==> src/rtl/geogenius_param_if.sv <==
// Player/board bundle for geogenius_param: controls in, lamps/status out.
// vidas exists only when GEOGENIUS_VIDAS_EN is defined.
interface geogenius_param_if #(
  parameter int N_BOTOES     = 8,
  parameter int PROFUNDIDADE = 16
);
  localparam int SW = $clog2(PROFUNDIDADE + 1);

  logic                jogar;
  logic                dificuldade;
  logic [N_BOTOES-1:0] botoes;
  logic [N_BOTOES-1:0] leds;
  logic [SW-1:0]       score;
  logic                pronto;
  logic                ganhou;
  logic                perdeu;
  logic                timeout;
  logic [3:0]          db_estado;
`ifdef GEOGENIUS_VIDAS_EN
  logic [1:0]          vidas;

  modport master (
    output jogar, dificuldade, botoes,
    input  leds, score, pronto, ganhou,
    input  perdeu, timeout, db_estado, vidas
  );
  modport slave (
    input  jogar, dificuldade, botoes,
    output leds, score, pronto, ganhou,
    output perdeu, timeout, db_estado, vidas
  );
`else
  modport master (
    output jogar, dificuldade, botoes,
    input  leds, score, pronto, ganhou,
    input  perdeu, timeout, db_estado
  );
  modport slave (
    input  jogar, dificuldade, botoes,
    output leds, score, pronto, ganhou,
    output perdeu, timeout, db_estado
  );
`endif
endinterface

==> src/rtl/geogenius_param.sv <==
// Genius/Simon memory-game core: LFSR-built sequence, replay, press check.
// Ports: clock, reset (sync, active-high), bus (geogenius_param_if.slave).
// Macro GEOGENIUS_VIDAS_EN adds three lives and the bus.vidas output.
module geogenius_param #(
  parameter int          N_BOTOES      = 8,
  parameter int          PROFUNDIDADE  = 16,
  parameter int          TEMPO_LED     = 1000,
  parameter int          TEMPO_APAGADO = 500,
  parameter int          TEMPO_JOGADA  = 5000,
  parameter logic [15:0] SEMENTE       = 16'hACE1
) (
  input logic              clock,
  input logic              reset,
  geogenius_param_if.slave bus
);
  localparam int LG = $clog2(N_BOTOES);
  localparam int IW = $clog2(PROFUNDIDADE);
  localparam int SW = $clog2(PROFUNDIDADE + 1);
  localparam int TA = (TEMPO_LED > TEMPO_APAGADO) ? TEMPO_LED : TEMPO_APAGADO;
  localparam int TM = (TA > TEMPO_JOGADA) ? TA : TEMPO_JOGADA;
  localparam int TW = $clog2(TM + 1);

  typedef enum logic [3:0] {
    E_INICIAL    = 4'h0,
    E_PREPARA    = 4'h1,
    E_ACRESCENTA = 4'h2,
    E_MOSTRA     = 4'h3,
    E_APAGADO    = 4'h4,
    E_ESPERA     = 4'h5,
    E_COMPARA    = 4'h6,
    E_PROXIMA    = 4'h7,
    E_FIM_RODADA = 4'h8,
    E_GANHOU     = 4'hA,
    E_PERDEU     = 4'hB,
    E_TIMEOUT    = 4'hC
  } estado_t;

  estado_t             r_estado;
  logic [15:0]         r_lfsr;
  logic [LG-1:0]       r_mem [PROFUNDIDADE];
  logic [SW-1:0]       r_k;
  logic [SW-1:0]       r_i;
  logic [TW-1:0]       r_timer;
  logic                r_dif;
  logic                r_prev_or;
  logic                r_press_ok;
  logic [LG-1:0]       r_press_idx;
  logic [N_BOTOES-1:0] r_leds;
  logic [SW-1:0]       r_score;
  logic                r_pronto;
  logic                r_ganhou;
  logic                r_perdeu;
  logic                r_timeout;

  logic [15:0]   w_lfsr_nxt;
  logic [LG-1:0] w_new;
  logic [LG-1:0] w_idx;
  logic          w_press;
  logic          w_onehot;
  logic          w_start;
  logic          w_last;
  logic          w_match;
  logic          w_expira;
  logic          w_erro;
  logic          w_replay;
  logic [SW-1:0] w_i_nxt;
  logic [TW-1:0] w_t_led;
  logic [TW-1:0] w_t_apag;
  logic [TW-1:0] w_t_jog;

  function automatic logic [N_BOTOES-1:0] f_onehot(
    input logic [LG-1:0] v
  );
    f_onehot    = '0;
    f_onehot[v] = 1'b1;
  endfunction

  assign w_lfsr_nxt = {1'b0, r_lfsr[15:1]}
                    ^ (r_lfsr[0] ? 16'hB400 : 16'h0000);
  assign w_new   = r_lfsr[LG-1:0];
  assign w_press = (|bus.botoes) & ~r_prev_or;
  assign w_onehot = (bus.botoes != '0)
    && ((bus.botoes & (bus.botoes - 1'b1)) == '0);

  always_comb begin
    w_idx = '0;
    for (int b = 0; b < N_BOTOES; b++)
      if (bus.botoes[b]) w_idx = LG'(b);
  end

  assign w_t_led  = r_dif ? TW'(TEMPO_LED >> 1) : TW'(TEMPO_LED);
  assign w_t_apag = r_dif ? TW'(TEMPO_APAGADO >> 1) : TW'(TEMPO_APAGADO);
  assign w_t_jog  = r_dif ? TW'(TEMPO_JOGADA >> 1) : TW'(TEMPO_JOGADA);

  assign w_i_nxt = r_i + SW'(1);
  assign w_last  = (r_i == r_k - SW'(1));
  assign w_match = r_press_ok && (r_press_idx == r_mem[r_i[IW-1:0]]);
  assign w_start = bus.jogar && (r_estado inside
    {E_INICIAL, E_GANHOU, E_PERDEU, E_TIMEOUT});
  // A press on the expiry cycle wins over the timeout.
  assign w_expira = (r_estado == E_ESPERA) && !w_press
    && (r_timer >= w_t_jog - TW'(1));
  assign w_erro = w_expira || ((r_estado == E_COMPARA) && !w_match);

`ifdef GEOGENIUS_VIDAS_EN
  logic [1:0] r_vidas;
  assign w_replay  = (r_vidas > 2'd1);
  assign bus.vidas = r_vidas;
`else
  assign w_replay = 1'b0;
`endif

  always_ff @(posedge clock) begin
    if (reset) begin
      r_estado    <= E_INICIAL;
      r_lfsr      <= SEMENTE;
      r_k         <= '0;
      r_i         <= '0;
      r_timer     <= '0;
      r_dif       <= 1'b0;
      r_prev_or   <= 1'b0;
      r_press_ok  <= 1'b0;
      r_press_idx <= '0;
      r_leds      <= '0;
      r_score     <= '0;
      r_pronto    <= 1'b0;
      r_ganhou    <= 1'b0;
      r_perdeu    <= 1'b0;
      r_timeout   <= 1'b0;
      for (int n = 0; n < PROFUNDIDADE; n++) r_mem[n] <= '0;
`ifdef GEOGENIUS_VIDAS_EN
      r_vidas     <= 2'd3;
`endif
    end else begin
      r_lfsr    <= w_lfsr_nxt;
      r_prev_or <= |bus.botoes;
      r_leds    <= '0;
      if (w_start) begin
        r_estado  <= E_PREPARA;
        r_score   <= '0;
        r_k       <= '0;
        r_i       <= '0;
        r_timer   <= '0;
        r_dif     <= bus.dificuldade;
        r_pronto  <= 1'b0;
        r_ganhou  <= 1'b0;
        r_perdeu  <= 1'b0;
        r_timeout <= 1'b0;
`ifdef GEOGENIUS_VIDAS_EN
        r_vidas   <= 2'd3;
`endif
      end else if (w_erro) begin
        r_i     <= '0;
        r_timer <= '0;
        if (w_replay) begin
          // Lose a life and replay the same round.
          r_leds   <= f_onehot(r_mem[0]);
          r_estado <= E_MOSTRA;
`ifdef GEOGENIUS_VIDAS_EN
          r_vidas  <= r_vidas - 2'd1;
`endif
        end else begin
          r_pronto  <= 1'b1;
          r_timeout <= (r_estado == E_ESPERA);
          r_perdeu  <= (r_estado == E_COMPARA);
          r_estado  <= (r_estado == E_ESPERA) ? E_TIMEOUT : E_PERDEU;
        end
      end else begin
        unique case (r_estado)
          E_PREPARA: r_estado <= E_ACRESCENTA;
          E_ACRESCENTA: begin
            r_mem[r_k[IW-1:0]] <= w_new;
            r_k      <= r_k + SW'(1);
            r_i      <= '0;
            r_timer  <= '0;
            // mem[0] is only being written now in round one.
            r_leds   <= (r_k == '0) ? f_onehot(w_new) : f_onehot(r_mem[0]);
            r_estado <= E_MOSTRA;
          end
          E_MOSTRA: begin
            if (r_timer >= w_t_led - TW'(1)) begin
              r_timer  <= '0;
              r_estado <= E_APAGADO;
            end else begin
              r_timer <= r_timer + TW'(1);
              r_leds  <= r_leds;
            end
          end
          E_APAGADO: begin
            if (r_timer >= w_t_apag - TW'(1)) begin
              r_timer <= '0;
              if (w_last) begin
                r_i      <= '0;
                r_estado <= E_ESPERA;
              end else begin
                r_i      <= w_i_nxt;
                r_leds   <= f_onehot(r_mem[w_i_nxt[IW-1:0]]);
                r_estado <= E_MOSTRA;
              end
            end else begin
              r_timer <= r_timer + TW'(1);
            end
          end
          E_ESPERA: begin
            if (w_press) begin
              r_press_ok  <= w_onehot;
              r_press_idx <= w_idx;
              r_estado    <= E_COMPARA;
            end else begin
              r_timer <= r_timer + TW'(1);
              r_leds  <= bus.botoes;
            end
          end
          E_COMPARA: begin
            if (!w_last) begin
              r_i      <= w_i_nxt;
              r_timer  <= '0;
              r_estado <= E_PROXIMA;
            end else begin
              r_estado <= E_FIM_RODADA;
            end
          end
          E_PROXIMA: r_estado <= E_ESPERA;
          E_FIM_RODADA: begin
            if (r_score != SW'(PROFUNDIDADE))
              r_score <= r_score + SW'(1);
            if (r_k == SW'(PROFUNDIDADE)) begin
              r_pronto <= 1'b1;
              r_ganhou <= 1'b1;
              r_estado <= E_GANHOU;
            end else begin
              r_estado <= E_ACRESCENTA;
            end
          end
          E_INICIAL, E_GANHOU, E_PERDEU, E_TIMEOUT: r_estado <= r_estado;
          default: r_estado <= E_INICIAL;
        endcase
      end
    end
  end

  assign bus.leds      = r_leds;
  assign bus.score     = r_score;
  assign bus.pronto    = r_pronto;
  assign bus.ganhou    = r_ganhou;
  assign bus.perdeu    = r_perdeu;
  assign bus.timeout   = r_timeout;
  assign bus.db_estado = r_estado;
endmodule

==> src/flat_wrapper.sv <==
// flat-port wrapper written by rule: the top's interface ports become plain ports
module geogenius_param_flat 
#(
  parameter int          N_BOTOES      = 8,
  parameter int          PROFUNDIDADE  = 16,
  parameter int          TEMPO_LED     = 1000,
  parameter int          TEMPO_APAGADO = 500,
  parameter int          TEMPO_JOGADA  = 5000,
  parameter logic [15:0] SEMENTE       = 16'hACE1
)
  (clock, reset, bus_jogar, bus_dificuldade, bus_botoes, bus_leds, bus_score, bus_pronto, bus_ganhou, bus_perdeu, bus_timeout, bus_db_estado);
  geogenius_param_if #(.N_BOTOES(N_BOTOES), .PROFUNDIDADE(PROFUNDIDADE)) bus_i ();
  input logic clock;
  input logic reset;
  input wire logic [$bits(bus_i.jogar)-1:0] bus_jogar;
  input wire logic [$bits(bus_i.dificuldade)-1:0] bus_dificuldade;
  input wire logic [$bits(bus_i.botoes)-1:0] bus_botoes;
  output wire logic [$bits(bus_i.leds)-1:0] bus_leds;
  output wire logic [$bits(bus_i.score)-1:0] bus_score;
  output wire logic [$bits(bus_i.pronto)-1:0] bus_pronto;
  output wire logic [$bits(bus_i.ganhou)-1:0] bus_ganhou;
  output wire logic [$bits(bus_i.perdeu)-1:0] bus_perdeu;
  output wire logic [$bits(bus_i.timeout)-1:0] bus_timeout;
  output wire logic [$bits(bus_i.db_estado)-1:0] bus_db_estado;
  assign bus_i.jogar = bus_jogar;
  assign bus_i.dificuldade = bus_dificuldade;
  assign bus_i.botoes = bus_botoes;
  assign bus_leds = bus_i.leds;
  assign bus_score = bus_i.score;
  assign bus_pronto = bus_i.pronto;
  assign bus_ganhou = bus_i.ganhou;
  assign bus_perdeu = bus_i.perdeu;
  assign bus_timeout = bus_i.timeout;
  assign bus_db_estado = bus_i.db_estado;
  geogenius_param #(.N_BOTOES(N_BOTOES), .PROFUNDIDADE(PROFUNDIDADE), .TEMPO_LED(TEMPO_LED), .TEMPO_APAGADO(TEMPO_APAGADO), .TEMPO_JOGADA(TEMPO_JOGADA), .SEMENTE(SEMENTE)) u_core (.clock(clock), .reset(reset), .bus(bus_i));
endmodule
==> config.mk <==
export PLATFORM = sky130hd
export DESIGN_NAME = geogenius_param_flat
export DESIGN_NICKNAME = d
export VERILOG_FILES = /design/src/rtl/geogenius_param_if.sv /design/src/rtl/geogenius_param.sv /design/src/flat_wrapper.sv
export SDC_FILE = /design/constraint.sdc
export NUM_CORES = 1
export LEC_CHECK = 0
export ABC_AREA = 1
export CAP_MARGIN = 10
export CORE_MARGIN = 2
export CORE_UTILIZATION = 45
export DETAILED_ROUTE_END_ITERATION = 12
export MAX_ROUTING_LAYER = met4
export PLACE_DENSITY = 0.67
export SYNTH_ARGS = -nofsm -noshare
export SYNTH_HDL_FRONTEND = slang
export SYNTH_SLANG_ARGS = --single-unit
==> constraint.sdc <==
create_clock -name clock -period 2 [get_ports clock]
set_input_delay 0.4 -clock clock [delete_from_list [all_inputs] [get_ports clock]]
set_output_delay 0.4 -clock clock [all_outputs]
set_load 0.1 [all_outputs]
**After elaboration in Yosys (flattened, before gate mapping)**

Memory sizes are Yosys's and may differ from the RTL's. A register that Yosys moved wholly into a read port is not among the register bits.
Cells that the tools add are included.

- Register bits: 66
- RAM bits: 48
- Bits of input ports: 12
- Output and inout port bits: 21
- Logic and storage cells: 160
- Memories: 1

Memory list:

| name | words | bits a word | rd ports | clocked after Yosys merged registers in | wr ports | RTL line | text |
|---|---|---|---|---|---|---|---|
| u_core.r_mem | 16 | 3 | 3 | 1 | 16 | geogenius_param.sv:40 | `logic [LG-1:0] r_mem [PROFUNDIDADE];` |

- Add/sub/neg operators: 9
- Magnitude comparators: 9
- Equal/unequal tests: 27
- Mux-type cells: 57
- Bitwise gates (word level): 6
- Reductions and logical operators: 35

Operator list:

| kind | number |
|---|---|
| $mux 13 | 5 |
| $pmux 13 s5 | 1 |
| $mux 8 | 5 |
| $ge 13x13->1 | 3 |
| $sub 13x1->13 const B | 3 |
| $mux 4 | 9 |
| $pmux 4 s9 | 1 |
| $pmux 8 s4 | 1 |
| $mux 3 | 9 |
| $eq 4x3->1 const B | 4 |
| $eq 4x4->1 const B | 4 |
| $mux 1 | 16 |
| $mux 16 | 1 |
| $xor 15x16->16 | 1 |
| $add 5x1->5 const B | 3 |
| $mux 5 | 3 |
| $pmux 5 s3 | 1 |
| $add 13x1->13 const B | 1 |
| $lt 3x4->1 const B | 3 |
| $ne 3x1->1 const B | 4 |
| $ne 4x1->1 const B | 3 |
| $reduce_and 3->1 | 4 |
| $reduce_and 4->1 | 3 |
| $mux 10 | 1 |
| other kinds (32) | 54 |

**Longest topological paths before layout**

- Word-level depth: 12
- Gate-level depth with buffers: 17
- Mapped depth without buffers: 17

**Least setup slack after synthesis**

Ideal clock, no wire load.

- Kind: register to register
- Start: reg u_core.r_estado[2], in the netlist u_core.bus.db_estado[2]
- End: reg with a tool-made name
- Library setup time: 0.121 ns
- Arrival time: 2.565 ns
- Data required time: 1.879 ns
- Setup slack: -0.686 ns
- Stages on the path, launching flop included: 14
- Path buffers: 2
- Period minus slack after synthesis: 2.686 ns
- Cells stage by stage: dfxtp_1 inv_1 nor2_1 inv_1 nor2_1 nand2_1 buf_2 nor2_4 nand2_1 nand2_2 inv_2 nand3_4 buf_4 a21oi_1

RTL lines:

| what | RTL line | text |
|---|---|---|
| start, declared | geogenius_param.sv:38 | `estado_t r_estado;` |
| start signal, assigned | geogenius_param.sv:166 | `r_estado <= (r_estado == E_ESPERA) ? E_TIMEOUT : E_PERDEU;` |
| start signal, assigned | geogenius_param.sv:235 | `E_INICIAL, E_GANHOU, E_PERDEU, E_TIMEOUT: r_estado <= r_estado;` |

**Final worst setup path**

- Start: reg u_core.r_i[0]
- End: reg u_core.r_leds[6], in the netlist u_core.bus.leds[6]

- Longest elaborated chain between the ends: 9
- Elaborated cells between the ends (all ways): 11
- Those cells by class: 1 x add/sub; 2 x order compare; 1 x eq/ne; 5 x mux; 1 x reduce/logical; 1 x memory

Ends and longest elaborated chain:

| what | RTL line | text |
|---|---|---|
| start, declared | geogenius_param.sv:42 | `logic [SW-1:0] r_i;` |
| start signal, assigned | geogenius_param.sv:196 | `r_i <= w_i_nxt;` |
| start signal, assigned | geogenius_param.sv:216 | `r_i <= w_i_nxt;` |
| $add 5x1->5 | geogenius_param.sv:95 | `assign w_i_nxt = r_i + SW'(1);` |
| $mem_v2 16x3 | -- |  |
| $lt 3x4->1 (implied by the code) or $ge 3x1->1 (tied branches) | geogenius_param.sv:75 | `f_onehot[v] = 1'b1;` |
| $logic_and 1x1->1 (implied by the code) | geogenius_param.sv:75 |  |
| $mux 1 (implied by the code) | geogenius_param.sv:75 |  |
| $demux 1 s3 | -- |  |
| $mux 8 * | geogenius_param.sv:192 | `if (w_last) begin` |
| $mux 8 * | geogenius_param.sv:190 | `if (r_timer >= w_t_apag - TW'(1)) begin` |
| $pmux 8 s4 * | geogenius_param.sv:169 | `unique case (r_estado)` |
| end signal, assigned | geogenius_param.sv:177 | `r_leds <= (r_k == '0) ? f_onehot(w_new) : f_onehot(r_mem[0]);` |
| end signal, assigned | geogenius_param.sv:186 | `r_leds <= r_leds;` |
| end signal, assigned | geogenius_param.sv:197 | `r_leds <= f_onehot(r_mem[w_i_nxt[IW-1:0]]);` |
| end, declared | geogenius_param.sv:48 | `logic [N_BOTOES-1:0] r_leds;` |

Mark *: on every way between the ends. The rest lies on a longest branch, timed or not.
A chain may end at the register's enable or synchronous reset.

==> results.py <==
metrics = {
    "sta": {
        "maxSlewViolCount": 0,
        "tightestPinTransition_ps": 461,
        "setup_viol_count_final": 32,
        "slew_headroom_pct": 69.1,
        "fmax_mhz": 462,
        "setup_slack_ps": -166,
        "fin_skew_ps": 7.62,
        "fin_crit_ps": 2170,
        "rsz0062_at_grt": "true",
        "finalHoldViolations": 0,
        "period_share_pct": 108,
        "fin_hold_ws_ps": 403,
    },
    "place": {
        "dpl_cell_area_um2": 8210,
        "pre_cts_ws_ps": -196,
        "portBuffers": 32,
        "post-dp-hpwl_mm": 14.6,
        "place_congestion": 0.987,
    },
    "clocking": {
        "clkLatencyLatePin_ps": 430,
        "cts.clk_slew.worst_paths_ps": 60,
        "ctsRootBufferMaster": "clkbuf_16",
        "h-tree-depth": 4,
        "numCtsBuffers": 17,
        "cts.sinks": 118,
        "cts_tree": "built",
        "clockBufferDepth": 2,
        "hold_buffers": 0,
    },
    "setup_path": {
        "crit_path_end_kind": "flip-flop",
        "crit_slowest_cell": "dfxtp_2",
        "crit_path_start_kind": "flip-flop",
        "cp_cell_sequence": "buf_6 > clkinvlp_4 > buf_1 > o21ai_0 > nand3_1 > nand3_1 > nand2_1 > nor2_2 > nand2_1 > nand3_1 > a21oi_2 > nor2_4",
        "crit_fanout": 11,
        "crit_type": "reg -> reg",
        "worst-endpoint-arrival_ps": 2530,
        "cp_common_cell": "nand3_1",
        "crit_required_ps": 2370,
        "max_stage_delay_ps": 370,
    },
    "power": {
        "p_per_area_nw_per_um2": 603,
        "power_leakage_nw": 4.11,
        "p_int_mw": 4.39,
        "power_frac_clock_pct": 47.7,
        "switching_power_mw": 1.42,
        "ir_drop_uv": 520,
        "combPwrFrac_pct": 7.7,
        "seq_power_share_pct": 44.5,
        "netSwitchingFraction_pct": 24.4,
    },
    "worst_hold_path": {
        "hold_class": "reg -> reg",
    },
    "floorplan": {
        "rows": 45,
        "fp.coreArea_um2": 15000,
        "die_y_um": 127,
        "dieWidth_um": 127,
        "die_area_um2": 16200,
        "io-pin-count": 33,
        "initial_utilization_pct": 45.5,
    },
    "synth": {
        "synthXorXnorAreaFrac_pct": 1.79,
        "synth_compound_area_share_pct": 12.3,
        "ys.flop_type": "dfxtp_1",
        "synthAdderAreaFrac_pct": 3.11,
        "netlist_area_um2": 6850,
        "ys_seq_area_share_pct": 41.5,
        "yosysTopAreaCellShare_pct": 21.1,
        "synthSimpleGateAreaFrac_pct": 32.0,
        "synth-edff-count": 48,
        "synth_area_leaders": "edfxtp_1 (21%), dfxtp_1 (20%), nand2_1 (12%)",
        "ys_warn_count": 0,
        "synth_mux_area_share_pct": 0,
        "ys_types": 38,
        "syn_area_per_cell_um2": 6.99,
        "synth_top_family_by_area": "simple AND/OR/NAND/NOR gates",
        "ys_ff_latch": 118,
        "yosysTopAreaCell": "edfxtp_1",
        "synthArstFlopShare_pct": 0,
        "synthCells": 979,
        "synth_nets": 1008,
    },
    "final_layout": {
        "fill_cells": 1210,
        "layout_common_cells": "nand2_1 (188), buf_4 (148), nor2_1 (125)",
        "syn2layout_area_growth_pct": 40.6,
        "num_antenna_cells": 0,
        "drive_above_1_share_pct": 30.2,
        "mostFrequentLayoutCell": "nand2_1",
        "final_area_um2": 9630,
        "nNetsFinal": 1174,
    },
    "routing": {
        "vias_per_cell": 5.38,
        "antenna_left": 0,
        "vias": 7235,
        "firstDrtPassIters": 7,
        "drt_iter0_markers": 697,
        "wl_per_cell_um": 15.6,
        "drt-total-wl_mm": 21.0,
        "drc_errors": 0,
    },
    "grt": {
        "grt_max_degree": 22,
        "grt_pass1_vias": 6797,
        "grt_overflow": 0,
        "grt_pass1_wl_mm": 33.3,
        "grt_antenna_before_repair": 0,
        "track_usage_pct": 26.9,
    },
    "job": {
        "maxCapViolCount": 0,
    },
    "status": {
        "violations": "negative setup slack",
        "status": "complete, but fails checks",
    },
}
==> cell families (layout without fill, tap and decap cells) <==
kind of cell / Yosys count / in the layout
adders and majority gates: 17 / 17
and+or+nand+nor: 513 / 514
xor gates and xnor gates: 14 / 14
buffers and inverters: 161 / 339
AOI/OAI and AO/OA: 156 / 156
DFF: 118 / 118
==> through the flow <==
stage	utilization (%)	total power [mW]	TNS, ps	std cells
finish	64.0	5.81	-2970	1346
CTS	61.4	5.77	-138	1345
detailed placement	54.6	3.01	-4660	1295
global placement	54.6	3.01	-3380	1295
global route	64.0	5.99	-6850	1346
floorplan	-	2.83	0	979
==> cell usage after synthesis (3+ instances only) <==
cell type / n
inv_2: 3
nor2_1: 145
o21ai_0: 70
o211ai_1: 12
o2111ai_1: 3
xor2_1: 10
clkbuf_1: 15
inv_1: 124
nand3_1: 106
nand4_1: 8
buf_2: 10
xnor2_1: 4
buf_4: 4
nand2_1: 211
dfxtp_1: 70
nor3_1: 20
edfxtp_1: 48
nor4_1: 3
a21oi_1: 60
nand3b_1: 4
a211oi_1: 3
or2_2: 6
ha_1: 17
==> routing by layer <==
layer  track usage [%]  part of all wire, %  up-vias
li1                  -                    -     3553
met1              34.0                   42     3336
met2              43.1                   49      290
met3              4.69                  6.6       56
met4              10.9                  2.6        0
met5                 -                    0        -
==> cell type report <==
type | count | area, um2 | area share (%)
clock buffer | 22 | 465 | 4.83
clock inverter | 10 | 75.1 | 0.780
inverter | 129 | 507 | 5.26
multi-input combinational | 701 | 3970 | 41.2
sequential | 118 | 2870 | 29.9
tap | 188 | 235 | 2.44
timing repair buffer | 178 | 1500 | 15.6
==> state kept, by name, summed over array words and instances (netlist names), 3 cells and up, named ones only <==
| signal | cells |
|---|---|
| u_core.r_timer | 13 |
| u_core.bus.leds | 8 |
| u_core.bus.db_estado | 4 |
| u_core.r_press_idx | 3 |
| u_core.r_k | 5 |
| u_core.r_i | 5 |
| u_core.r_mem | 48 |
| u_core.bus.score | 5 |
| u_core.r_lfsr | 16 |
==> final timing paths <==
path	cells after the start	to	slack, ps	from
max	12	u_core.bus.leds[6]	-170	u_core.r_i[0]
min	2	u_core.r_lfsr[14]	400	u_core.r_lfsr[15]
max reg2reg	12	u_core.bus.leds[6]	-170	u_core.r_i[0]
min reg2reg	2	u_core.r_lfsr[14]	400	u_core.r_lfsr[15]
==> worst max-delay path: cells and delay by family (launching register included) <==
family | cells | cell delay, ps
buffers and inverters | 3 | 550
AO/OA/AOI/OAI | 2 | 330
flip-flops | 1 | 370
AND/OR/NAND/NOR | 7 | 850
==> repair_timing <==
action,in CTS,in global routing
setup endpoints to repair,33,106
cloned,4,0
buffers inserted,14,3
gates resized for setup,83,101
pin swaps,17,35
==> power by group through the flow <==
| stage | sequential, mW | clock [mW] | combinational, mW |
|---|---|---|---|
| floorplan | 2.64 | 0 | 0.188 |
| finish | 2.59 | 2.77 | 0.449 |
| global placement | 2.63 | 0 | 0.377 |
| CTS | 2.58 | 2.79 | 0.402 |
| global route | 2.59 | 2.91 | 0.490 |
| detailed placement | 2.63 | 0 | 0.380 |
Power figures use the tool's default switching activity.
